## config.mk

```make
export PLATFORM = sky130hd
export DESIGN_NAME = neuron_mac_sequencer
export DESIGN_NICKNAME = d
export VERILOG_FILES = /design/src/rtl/neuron_mac_sequencer.sv
export SDC_FILE = /design/constraint.sdc
export NUM_CORES = 1
export LEC_CHECK = 0
export ABC_AREA = 1
export BUFFER_PORTS_ARGS = -buffer_cell sky130_fd_sc_hd__buf_2
export CAP_MARGIN = 20
export CORE_MARGIN = 5
export CORE_UTILIZATION = 39
export DETAILED_ROUTE_END_ITERATION = 10
export GPL_TIMING_DRIVEN = 0
export PLACE_DENSITY_LB_ADDON = 0.12
export SYNTH_ARGS = -nofsm -noshare
export SYNTH_HDL_FRONTEND = slang
export SYNTH_SLANG_ARGS = --single-unit
```

## constraint.sdc

```tcl
create_clock -name clk -period 1.5 [get_ports clk]
set_input_delay 0.075 -clock clk [delete_from_list [all_inputs] [get_ports clk]]
set_output_delay 0.075 -clock clk [all_outputs]
set_load 0.02 [all_outputs]
```

## src/rtl/neuron_mac_sequencer.sv

```systemverilog
`default_nettype none
// ============================================================================
// Module : neuron_mac_sequencer
// Streams signed x*w products and a bias into the external neuron accumulator,
// then shifts / ReLU-clamps / saturates the sum into one 8-bit activation.
// Rev    : 1.0
// ============================================================================
module neuron_mac_sequencer #(
    parameter int N_INPUTS = 62,
    parameter int DATA_W   = 8,
    parameter int ACC_W    = 21,
    parameter int SHIFT    = 7
) (
    input  logic              clk,
    input  logic              rst,
    input  logic              start,
    input  logic [15:0]       bias,
    input  logic              in_valid,
    output logic              in_ready,
    input  logic [DATA_W-1:0] in_x,
    input  logic [DATA_W-1:0] in_w,
    output logic              acc_init,
    output logic              acc_load_en,
    output logic [ACC_W-1:0]  acc_data,
    input  logic [ACC_W-1:0]  acc_value,
    output logic              out_valid,
    input  logic              out_ready,
    output logic [7:0]        out_data,
    output logic              busy
);

    localparam int                 c_CNT_W  = (N_INPUTS > 1) ? $clog2(N_INPUTS) : 1;
    localparam logic [c_CNT_W-1:0] c_LAST   = c_CNT_W'(N_INPUTS - 1);
    localparam int                 c_PROD_W = 2 * DATA_W;

    typedef enum logic [2:0] {
        S_IDLE   = 3'd0,
        S_CLEAR  = 3'd1,
        S_ACCUM  = 3'd2,
        S_DRAIN  = 3'd3,
        S_BIAS   = 3'd4,
        S_SETTLE = 3'd5,
        S_OUT    = 3'd6
    } state_t;

    state_t               r_state;
    logic [c_CNT_W-1:0]   r_cnt;
    logic [15:0]          r_bias;
    logic                 r_in_ready;
    logic                 r_acc_init;
    logic                 r_prod_vld;
    logic [ACC_W-1:0]     r_prod;
    logic                 r_out_valid;
    logic [7:0]           r_out_data;
    logic                 r_busy;

    logic signed [c_PROD_W-1:0] w_x_ext;
    logic signed [c_PROD_W-1:0] w_w_ext;
    logic signed [c_PROD_W-1:0] w_prod;
    logic signed [ACC_W-1:0]    w_shifted;
    logic [7:0]                 w_act;
    logic                       w_accept;

    // Operands are widened first so the low 2*DATA_W bits hold the exact signed product
    assign w_x_ext  = {{DATA_W{in_x[DATA_W-1]}}, in_x};
    assign w_w_ext  = {{DATA_W{in_w[DATA_W-1]}}, in_w};
    assign w_prod   = w_x_ext * w_w_ext;
    assign w_accept = in_valid && r_in_ready;

    assign w_shifted = $signed(acc_value) >>> SHIFT;
    assign w_act     = w_shifted[ACC_W-1]        ? 8'h00 :
                       (|w_shifted[ACC_W-2:8])   ? 8'hFF :
                                                   w_shifted[7:0];

    always_ff @(posedge clk or posedge rst) begin
        if (rst) begin
            r_state     <= S_IDLE;
            r_cnt       <= '0;
            r_bias      <= '0;
            r_in_ready  <= 1'b0;
            r_acc_init  <= 1'b0;
            r_prod_vld  <= 1'b0;
            r_prod      <= '0;
            r_out_valid <= 1'b0;
            r_out_data  <= '0;
            r_busy      <= 1'b0;
        end else begin
            case (r_state)
                S_IDLE: begin
                    if (start) begin
                        r_bias     <= bias;
                        r_acc_init <= 1'b1;
                        r_busy     <= 1'b1;
                        r_state    <= S_CLEAR;
                    end
                end
                S_CLEAR: begin
                    r_acc_init <= 1'b0;
                    r_in_ready <= 1'b1;
                    r_cnt      <= '0;
                    r_state    <= S_ACCUM;
                end
                S_ACCUM: begin
                    r_prod_vld <= w_accept;
                    if (w_accept) begin
                        r_prod <= {{(ACC_W-c_PROD_W){w_prod[c_PROD_W-1]}}, w_prod};
                        r_cnt  <= r_cnt + c_CNT_W'(1);
                        if (r_cnt == c_LAST) begin
                            r_in_ready <= 1'b0;
                            r_state    <= S_DRAIN;
                        end
                    end
                end
                S_DRAIN: begin
                    // The last product is on the bus now; the bias follows directly
                    r_prod_vld <= 1'b1;
                    r_prod     <= {{(ACC_W-16){r_bias[15]}}, r_bias};
                    r_state    <= S_BIAS;
                end
                S_BIAS: begin
                    r_prod_vld <= 1'b0;
                    r_state    <= S_SETTLE;
                end
                S_SETTLE: begin
                    r_out_data  <= w_act;
                    r_out_valid <= 1'b1;
                    r_state     <= S_OUT;
                end
                S_OUT: begin
                    if (out_ready) begin
                        r_out_valid <= 1'b0;
                        r_busy      <= 1'b0;
                        r_state     <= S_IDLE;
                    end
                end
                default: begin
                    r_state <= S_IDLE;
                end
            endcase
        end
    end

    assign in_ready    = r_in_ready;
    assign acc_init    = r_acc_init;
    assign acc_load_en = r_prod_vld;
    assign acc_data    = r_prod;
    assign out_valid   = r_out_valid;
    assign out_data    = r_out_data;
    assign busy        = r_busy;

endmodule
`default_nettype wire
```

Word-level counts from Yosys, hierarchy flattened
Index checks and enable logic that the tools add are counted.
- add/sub/neg operators: 1
- multiplexer cells: 20
- reductions and logical operators: 17
- eq/ne operators: 11
- multiply operators: 1
- operator list (cell ; count):
    one-hot mux 21 bit (2 select lines) ; 1
    two-way mux 21 bit ; 1
    one-hot mux 3 bit (7 select lines) ; 1
    multiplier 8 x 8 -> 16 bit ; 1
    two-way mux 8 bit ; 2
    two-way mux 3 bit ; 4
    one-hot mux 6 bit (2 select lines) ; 1
    AND reduction 2 bit ; 5
    nonzero test 2 bit ; 5
    == test 3 bit (second input constant) ; 3
    inequality test 2 bit (second input constant) ; 4
    one-hot mux 1 bit (2 select lines) ; 4
    adder 6 x 1 -> 6 bit (second input constant) ; 1
    == test 3 x 2 -> 1 bit (second input constant) ; 2
    == test 6 bit (second input constant) ; 1
    two-way mux 6 bit ; 1
    AND reduction 3 bit ; 2
    OR reduction 6 bit ; 1
    two-way mux 1 bit ; 4
    AND reduction 4 bit ; 1
    == test 3 x 1 -> 1 bit (second input constant) ; 1
    logical NOT 3 bit ; 1
    one-hot mux 1 bit (3 select lines) ; 1
    nonzero test 3 bit ; 1
    logical AND 1 bit ; 1
- output and inout bits: 34
- logic and storage cells: 60
- bits of input ports: 58
- flip-flop bits (word level): 59

Logic depth before layout (Yosys ltp)
Gate-level depths: netlist of run 1.
- word-level depth: 4
- gate-level depth with buffers: 22
- mapped depth without buffers: 21

Least setup slack after synthesis of run 1
Ideal clock, no wire load.
- path kind: in2reg
- start point: in in_x[0]
- end point: reg r_prod[12] (netlist: acc_data[12])
- library setup time: 0.127 ns
- stages: 17
- arrival: 3.692 ns
- setup slack: -2.319 ns
- buffers on the path: 1
- required time: 1.373 ns
- path through: clkbuf_1 -> or2_2 -> fa_1 -> fa_1 -> inv_1 -> fa_1 -> inv_1 -> fa_1 -> inv_1 -> ha_1 -> inv_1 -> o31ai_1 -> nand2_1 -> nand2_1 -> nand2_1 -> nand2_1 -> o21ai_1
- longest elaborated chain between the ends: 3
- ends and longest elaborated chain (item ; RTL line ; RTL):
    from (decl) ; 20 ; input logic [DATA_W-1:0] in_x,
    multiplier 8 x 8 -> 16 bit ; 67 ; assign w_prod = w_x_ext * w_w_ext;
    two-way mux 21 bit ; 105 ; if (w_accept) begin
    one-hot mux 21 bit (2 select lines) ; 88 ; case (r_state)
    to (signal assigned) ; 106 ; r_prod <= {{(ACC_W-c_PROD_W){w_prod[c_PROD_W-1]}}, w_prod};
    to (signal assigned) ; 117 ; r_prod <= {{(ACC_W-16){r_bias[15]}}, r_bias};
    to (decl) ; 52 ; logic [ACC_W-1:0] r_prod;
No other way between the ends. The select of a mux whose other input is x is not followed.
A chain may end at the register's enable or synchronous reset.

Final worst setup path of run 1
- start point: in in_w[7]
- end point: reg r_prod[10] (netlist: acc_data[10])
- longest elaborated chain between the ends: 3
- ends and longest elaborated chain (item ; RTL line ; RTL):
    from (decl) ; 21 ; input logic [DATA_W-1:0] in_w,
    multiplier 8 x 8 -> 16 bit ; 67 ;
    two-way mux 21 bit ; 105 ;
    one-hot mux 21 bit (2 select lines) ; 88 ;
No other way between the ends. The select of a mux whose other input is x is not followed.

==> metrics.yaml, run 1 <==
yosys.area.top_type_share_pct: 26.0
drv_slew: 0
grt_max_degree: 41
finClkSkew_ns: 0.00809
antenna_cells: 0
cp.arrival_ns: 3.56
clkTransAtPathRegs_ns: 0.07
violations: "setup timing"
setup_viol: 12
hpwl_microns: 9530
fmax_ghz: 0.295
synthArstFlopShare_pct: 100
synth.distinct_cells: 43
routed_wl_microns: 11900
drc: 0
dr_total_vias: 4217
syn_area_sq_um: 5190
clk_latency_ns: 0.29
synth_most_common_cell: "inv_1"
routed_via_density: 4.70
irDropWorstVdd_mv: 0.897
rows: 42
endpoint_kind: "flop"
drive_gt1_share_pct: 39.2
dieArea_sq_um: 15700
clockPowerShare_pct: 10.1
drv_cap: 0
cts_tree: "built"
hold_class: "in -> reg"
drtIter0Drc: 149
postSynthAreaPerCell_sq_um: 8.29
ios: 92
path_class: "in -> reg"
required_ns: 1.66
fin_hold_ws_ns: 0.0124
switching_power_w: 0.00598
p_leak_nw: 3.64
crit_path_max_fanout: 5
ys_ff_latch: 54
synth_commonest_cells: "inv_1 (162), nand2_1 (130), fa_1 (55), dfrtp_1 (54), nor2_1 (39)"
die_h_microns: 125
clkSinkCount: 54
grt_pass1_wl_microns: 21600
htree_levels: 2
clk_path_buf_depth: 2
post-route-period-util_pct: 226
fin_crit_ns: 3.40
setup_ws_ns: -1.90
dp.cells: 872
yosysWarnings: 0
drt_first_pass_iters: 4
track_usage_pct: 16.3
routabilityCongestion: 0.821
p_sw_share_pct: 46.2
relSlewSlack_pct: 72.3
synth_nets: 770
yosysSeqAreaShare_pct: 26.0
synthCells: 626
port_buffers: 69
startpoint_type: "input pin"
synth-main-ff-cell: "dfrtp_1"
numCtsBuffers: 5
antenna_left: 0
die_w_microns: 125
p_int_w: 0.00696
synth_area_leaders: "dfrtp_1 (26%), fa_1 (21%), inv_1 (12%), nand2_1 (9.4%), ha_1 (7.5%)"
cts-root-buf: "clkbuf_16"
antenna_found_initial: 0
powerDensity_nw_per_um2: 1880
combPwrFrac_pct: 69.2
synth_enable_flop_cells: 0
hold_viol: 0
grt_overflow_total: 0
synth_area_leader_cell: "dfrtp_1"
area_delta_synth_final_pct: 32.7
seqPwrFrac_pct: 20.7
fin_nets: 866
grt_pass1_vias: 4669
start_util_pct: 39.5
setup_tns_ns: -18.97
tightest_slew_ns: 0.411
rsz0062_at_grt: "yes"
core_area_sq_um: 13100
status: "finished with violations"
post-place-ws_ns: -2.32
instances_no_fill: 898
routedWlPerCell_microns: 13.2
power.total_w: 0.0129
-- stage by stage --
step / utilization, % / area [sq um]
2_1_floorplan: - / 5620
3_3_place_gp: 47.1 / 6190
3_5_place_dp: 47.3 / 6210
4_1_cts: 51.1 / 6720
5_1_grt: 52.4 / 6890
6_report: 52.4 / 6890
-- power by group through the flow --
stage          sequential [W]  combinational, W  clock (W)
3_3_place_gp          0.00261           0.00775          0
3_5_place_dp          0.00265           0.00784          0
4_1_cts               0.00265           0.00860    0.00134
2_1_floorplan         0.00301           0.00571          0
5_1_grt               0.00277            0.0101    0.00141
6_report              0.00268           0.00896    0.00131
-- worst max-delay path, cell delays in order --
cell        delay (ns)
buf_8             0.08
clkinvlp_4        0.14
or2_4             0.28
fa_2              0.42
fa_1              0.49
inv_1             0.05
fa_1              0.50
inv_2             0.04
fa_1              0.49
inv_2             0.05
ha_4              0.31
inv_4             0.06
nor3_4            0.18
buf_4             0.13
a21o_1            0.12
nand2_1           0.05
nand2_1           0.05
o21ai_1           0.05
-- sequential cells by signal, indices dropped and copies added, names as in the netlist --
name,count
acc_data,16
r_bias,16
out_data,8
r_cnt,6
r_state,3
acc_init,1
acc_load_en,1
busy,1
in_ready,1
out_valid,1
-- per-layer routing --
layer	GRT usage (%)	vias to the layer above	part of all wire, %
met5	0	-	0
met4	2.87	0	1.0
met3	2.13	14	2.9
met2	29.2	64	51
met1	21.4	2075	45
li1	-	2064	-
-- placed cells by master, fill, tap and decap left out, types with 9 or more instances in the layout --
cell       count
inv_1        127
inv_2         32
fa_1          49
ha_1          11
buf_2         69
clkbuf_16     12
nor2_1        30
nand3_1       20
ha_4          18
buf_4         21
nand2_1      102
dfrtp_1       51
nand2_4       12
o21ai_1        9
nand2_2       20
o21ai_2       10
-- worst paths after layout --
| path | from | endpoint | slack, ns | cells past startpoint |
|---|---|---|---|---|
| setup / recovery | in_w[7] | acc_data[10] | -1.90 | 18 |
| hold / removal | bias[14] | r_bias[14] | 0.01 | 2 |
| setup reg to reg | r_state[0] | acc_data[12] | 0.02 | 7 |
| hold reg to reg | r_cnt[5] | r_cnt[5] | 0.48 | 1 |
| max in group asynchronous | rst | r_state[0] | 0.68 | 4 |
| min in group asynchronous | rst | out_data[7] | 0.28 | 3 |
-- what timing repair did --
| action | CTS | global route |
|---|---|---|
| resized for setup | 60 | 36 |
| setup endpoints to repair | 23 | 24 |
| pin swaps | 45 | 29 |
| hold buffers | 1 | 0 |
| setup buffers | 13 | 5 |
| hold endpoints to repair | 14 | 0 |
-- cells by family (layout without fill, tap and decap cells) --
logic type      count (synthesis)  after routing  synth area share, %
buf+inv                       191            287                 14.8
simple gates                  221            221                 18.7
flops                          54             54                 26.0
fa+ha+maj                      86             86                 28.7
mux                            16             16                 4.05
compound gates                 55             55                 7.23
xor+xnor                        3              3                0.506
-- final cells by class --
cell class                      count  area [sq um]
Buffer                             25           365
Clock buffer                        6           139
Clock inverter                      1          30.0
Fill cell                        1278          6250
Inverter                          166           642
Multi-Input combinational cell    381          3610
Sequential cell                    54          1360
Tap cell                          176           220
Timing Repair Buffer               89           528
No activity file was read; power rests on OpenSTA's default activity.
==> inputs of run 2 (changes only) <==
--- a/config.mk
+++ b/config.mk
@@ -8,11 +8,13 @@
 export ABC_AREA = 1
 export BUFFER_PORTS_ARGS = -buffer_cell sky130_fd_sc_hd__buf_2
 export CAP_MARGIN = 20
+export CORE_ASPECT_RATIO = 0.9
 export CORE_MARGIN = 5
 export CORE_UTILIZATION = 39
 export DETAILED_ROUTE_END_ITERATION = 10
 export GPL_TIMING_DRIVEN = 0
 export PLACE_DENSITY_LB_ADDON = 0.12
+export SLEW_MARGIN = 20
 export SYNTH_ARGS = -nofsm -noshare
 export SYNTH_HDL_FRONTEND = slang
 export SYNTH_SLANG_ARGS = --single-unit
==> run 2 against run 1 <==
  * The run still ends with setup timing left
  * Clock skew is 0.0049 ns lower
  * Worst hold slack better by 0.0048 ns
  * Register-to-register slack better by 0.05 ns
  * Cell count is 0.45% higher
  * Critical endpoint is now acc_data[14]
==> metrics.yaml, run 2 (synthesis results as in run 1) <==
startpoint_type: "input pin"
fin_crit_ns: 3.32  # -0.0770 ns
routed_via_density: 4.65  # -0.94%
layout_common_cells: "inv_1 (123), nand2_1 (104), buf_2 (69)"
hpwl_microns: 9380  # -1.5%
mostFrequentLayoutCell: "inv_1"
start_util_pct: 39.3  # -0.22 points
drt_first_pass_iters: 4  # unchanged
rsz0062_at_grt: "yes"
drv_cap: 0  # unchanged
drv_slew: 0  # unchanged
clkSinkCount: 54  # unchanged
cts-root-buf: "clkbuf_16"
htree_levels: 2  # unchanged
track_usage_pct: 15.5  # -0.85 points
final_area_sq_um: 6930  # +0.67%
drc: 0  # unchanged
path_class: "in -> reg"
ios: 92  # unchanged
status: "finished with violations"
hp-start: "bias[11]"
antenna_left: 0  # unchanged
startpoint: "in_w[2]"
setup_viol: 13  # +1
grt_pass1_wl_microns: 20700  # -4.1%
numCtsBuffers: 5  # unchanged
clk_latency_ns: 0.29  # about the same
grt_max_degree: 55  # +34%
core_area_sq_um: 13200  # +0.57%
grt_overflow_total: 0  # unchanged
place_area_sq_um: 6180  # -0.44%
routed_wl_microns: 11800  # -0.19%
drive_gt1_share_pct: 40.3  # +1.1 points
cts_tree: "built"
clkTransAtPathRegs_ns: 0.06  # about the same
grt_pass1_vias: 4438  # -4.9%
violations: "setup timing"
post-route-period-util_pct: 221  # -5.1 points
routedWlPerCell_microns: 13.1  # -0.64%
antenna_found_initial: 0  # unchanged
port_buffers: 69  # unchanged
relSlewSlack_pct: 56.0  # -16 points
finClkSkew_ns: 0.00320  # -0.00488 ns
r2r-start: "r_state[0]"
hold_class: "in -> reg"
dieArea_sq_um: 15700  # about the same
die_h_microns: 119  # -4.7%
p_leak_nw: 3.70  # +1.5%
endpoint_kind: "flop"
required_ns: 1.67  # about the same
setup_ws_ns: -1.82  # +0.0770 ns
antenna_cells: 0  # unchanged
tightest_slew_ns: 0.660  # +0.248 ns
fin_nets: 878  # +1.4%
die_w_microns: 132  # +5.0%
routabilityCongestion: 0.831  # +1.2%
rows: 40  # -4.8%
fmax_ghz: 0.301  # +2.3%
hold_viol: 0  # unchanged
powerDensity_nw_per_um2: 1890  # +0.48%
setup_tns_ns: -18.62  # +0.353 ns
fillers: 1252  # -2.0%
crit_path_max_fanout: 8  # +3
fin_hold_ws_ns: 0.0172  # +0.00480 ns
clk_path_buf_depth: 2  # unchanged
area_delta_synth_final_pct: 33.5
irDropWorstVdd_mv: 0.900  # +0.35%
power.total_w: 0.0131  # +1.2%
cp.arrival_ns: 3.49  # -0.07 ns
dr_total_vias: 4196  # -0.50%
drtIter0Drc: 172  # +15%
[run 2: final timing paths]
kind / endpoint / slack [ns] / cells after the start
min in group asynchronous: out_valid / 0.44 / 3
max: acc_data[14] / -1.82 / 17
max reg2reg: acc_data[12] / 0.07 / 7
min reg2reg: r_cnt[5] / 0.47 / 1
min: r_bias[11] / 0.02 / 2
max in group asynchronous: r_state[0] / 0.57 / 3
[run 2: layout make-up]
type                            instances  area (sq um)  area share (%)
Buffer                                 25           364            5.25
Clock buffer                            7           133            1.91
Inverter                              166           642            9.26
Multi-Input combinational cell        381          3580            51.6
Sequential cell                        54          1360            19.5
Tap cell                              168           210            3.03
Timing Repair Buffer                  101           649            9.36
[run 2: layer usage]
layer / vias to the layer above / global-route usage (%) / routed length [microns]
met5: - / 0 / 0
met1: 2049 / 21.5 / 5640
li1: 2081 / - / -
met2: 57 / 26.3 / 5730
met3: 9 / 2.53 / 385
met4: 0 / 1.99 / 91
[run 2: through the flow]
step                      setup slack, ns  utilization, %  cells
after CTS                           -1.81            51.1    888
after floorplan                     -1.93               -    626
after global placement              -2.30            46.8    863
final                               -1.82            52.5    902
after global routing                -1.97            52.5    902
after detailed placement            -2.32            46.8    863
[run 2: power breakdown]
part | internal, W | switching [W]
logic | 0.00422 | 0.00515
registers | 0.00215 | 0.000477
clock network | 0.000612 | 0.000477
total | 0.00699 | 0.00610
[run 2: worst max-delay path, cell delays in order]
cell	delay, ns
clkbuf_16	0.15
nand2_8	0.08
inv_4	0.04
fa_1	0.59
inv_2	0.10
fa_1	0.48
inv_1	0.05
fa_1	0.48
inv_1	0.05
fa_1	0.49
inv_2	0.04
ha_4	0.23
a21o_1	0.21
a21oi_2	0.16
nand4_1	0.10
nand3_1	0.09
nand3_1	0.07
[run 2: what timing repair did]
item / 4_1_cts / 5_1_grt
pin swaps: 61 / 48
hold buffers: 1 / 0
gates resized for setup: 73 / 29
setup endpoints to repair: 23 / 34
cloned: 0 / 0
setup buffers: 17 / 14
endpoints found under the hold margin: 54 / 0
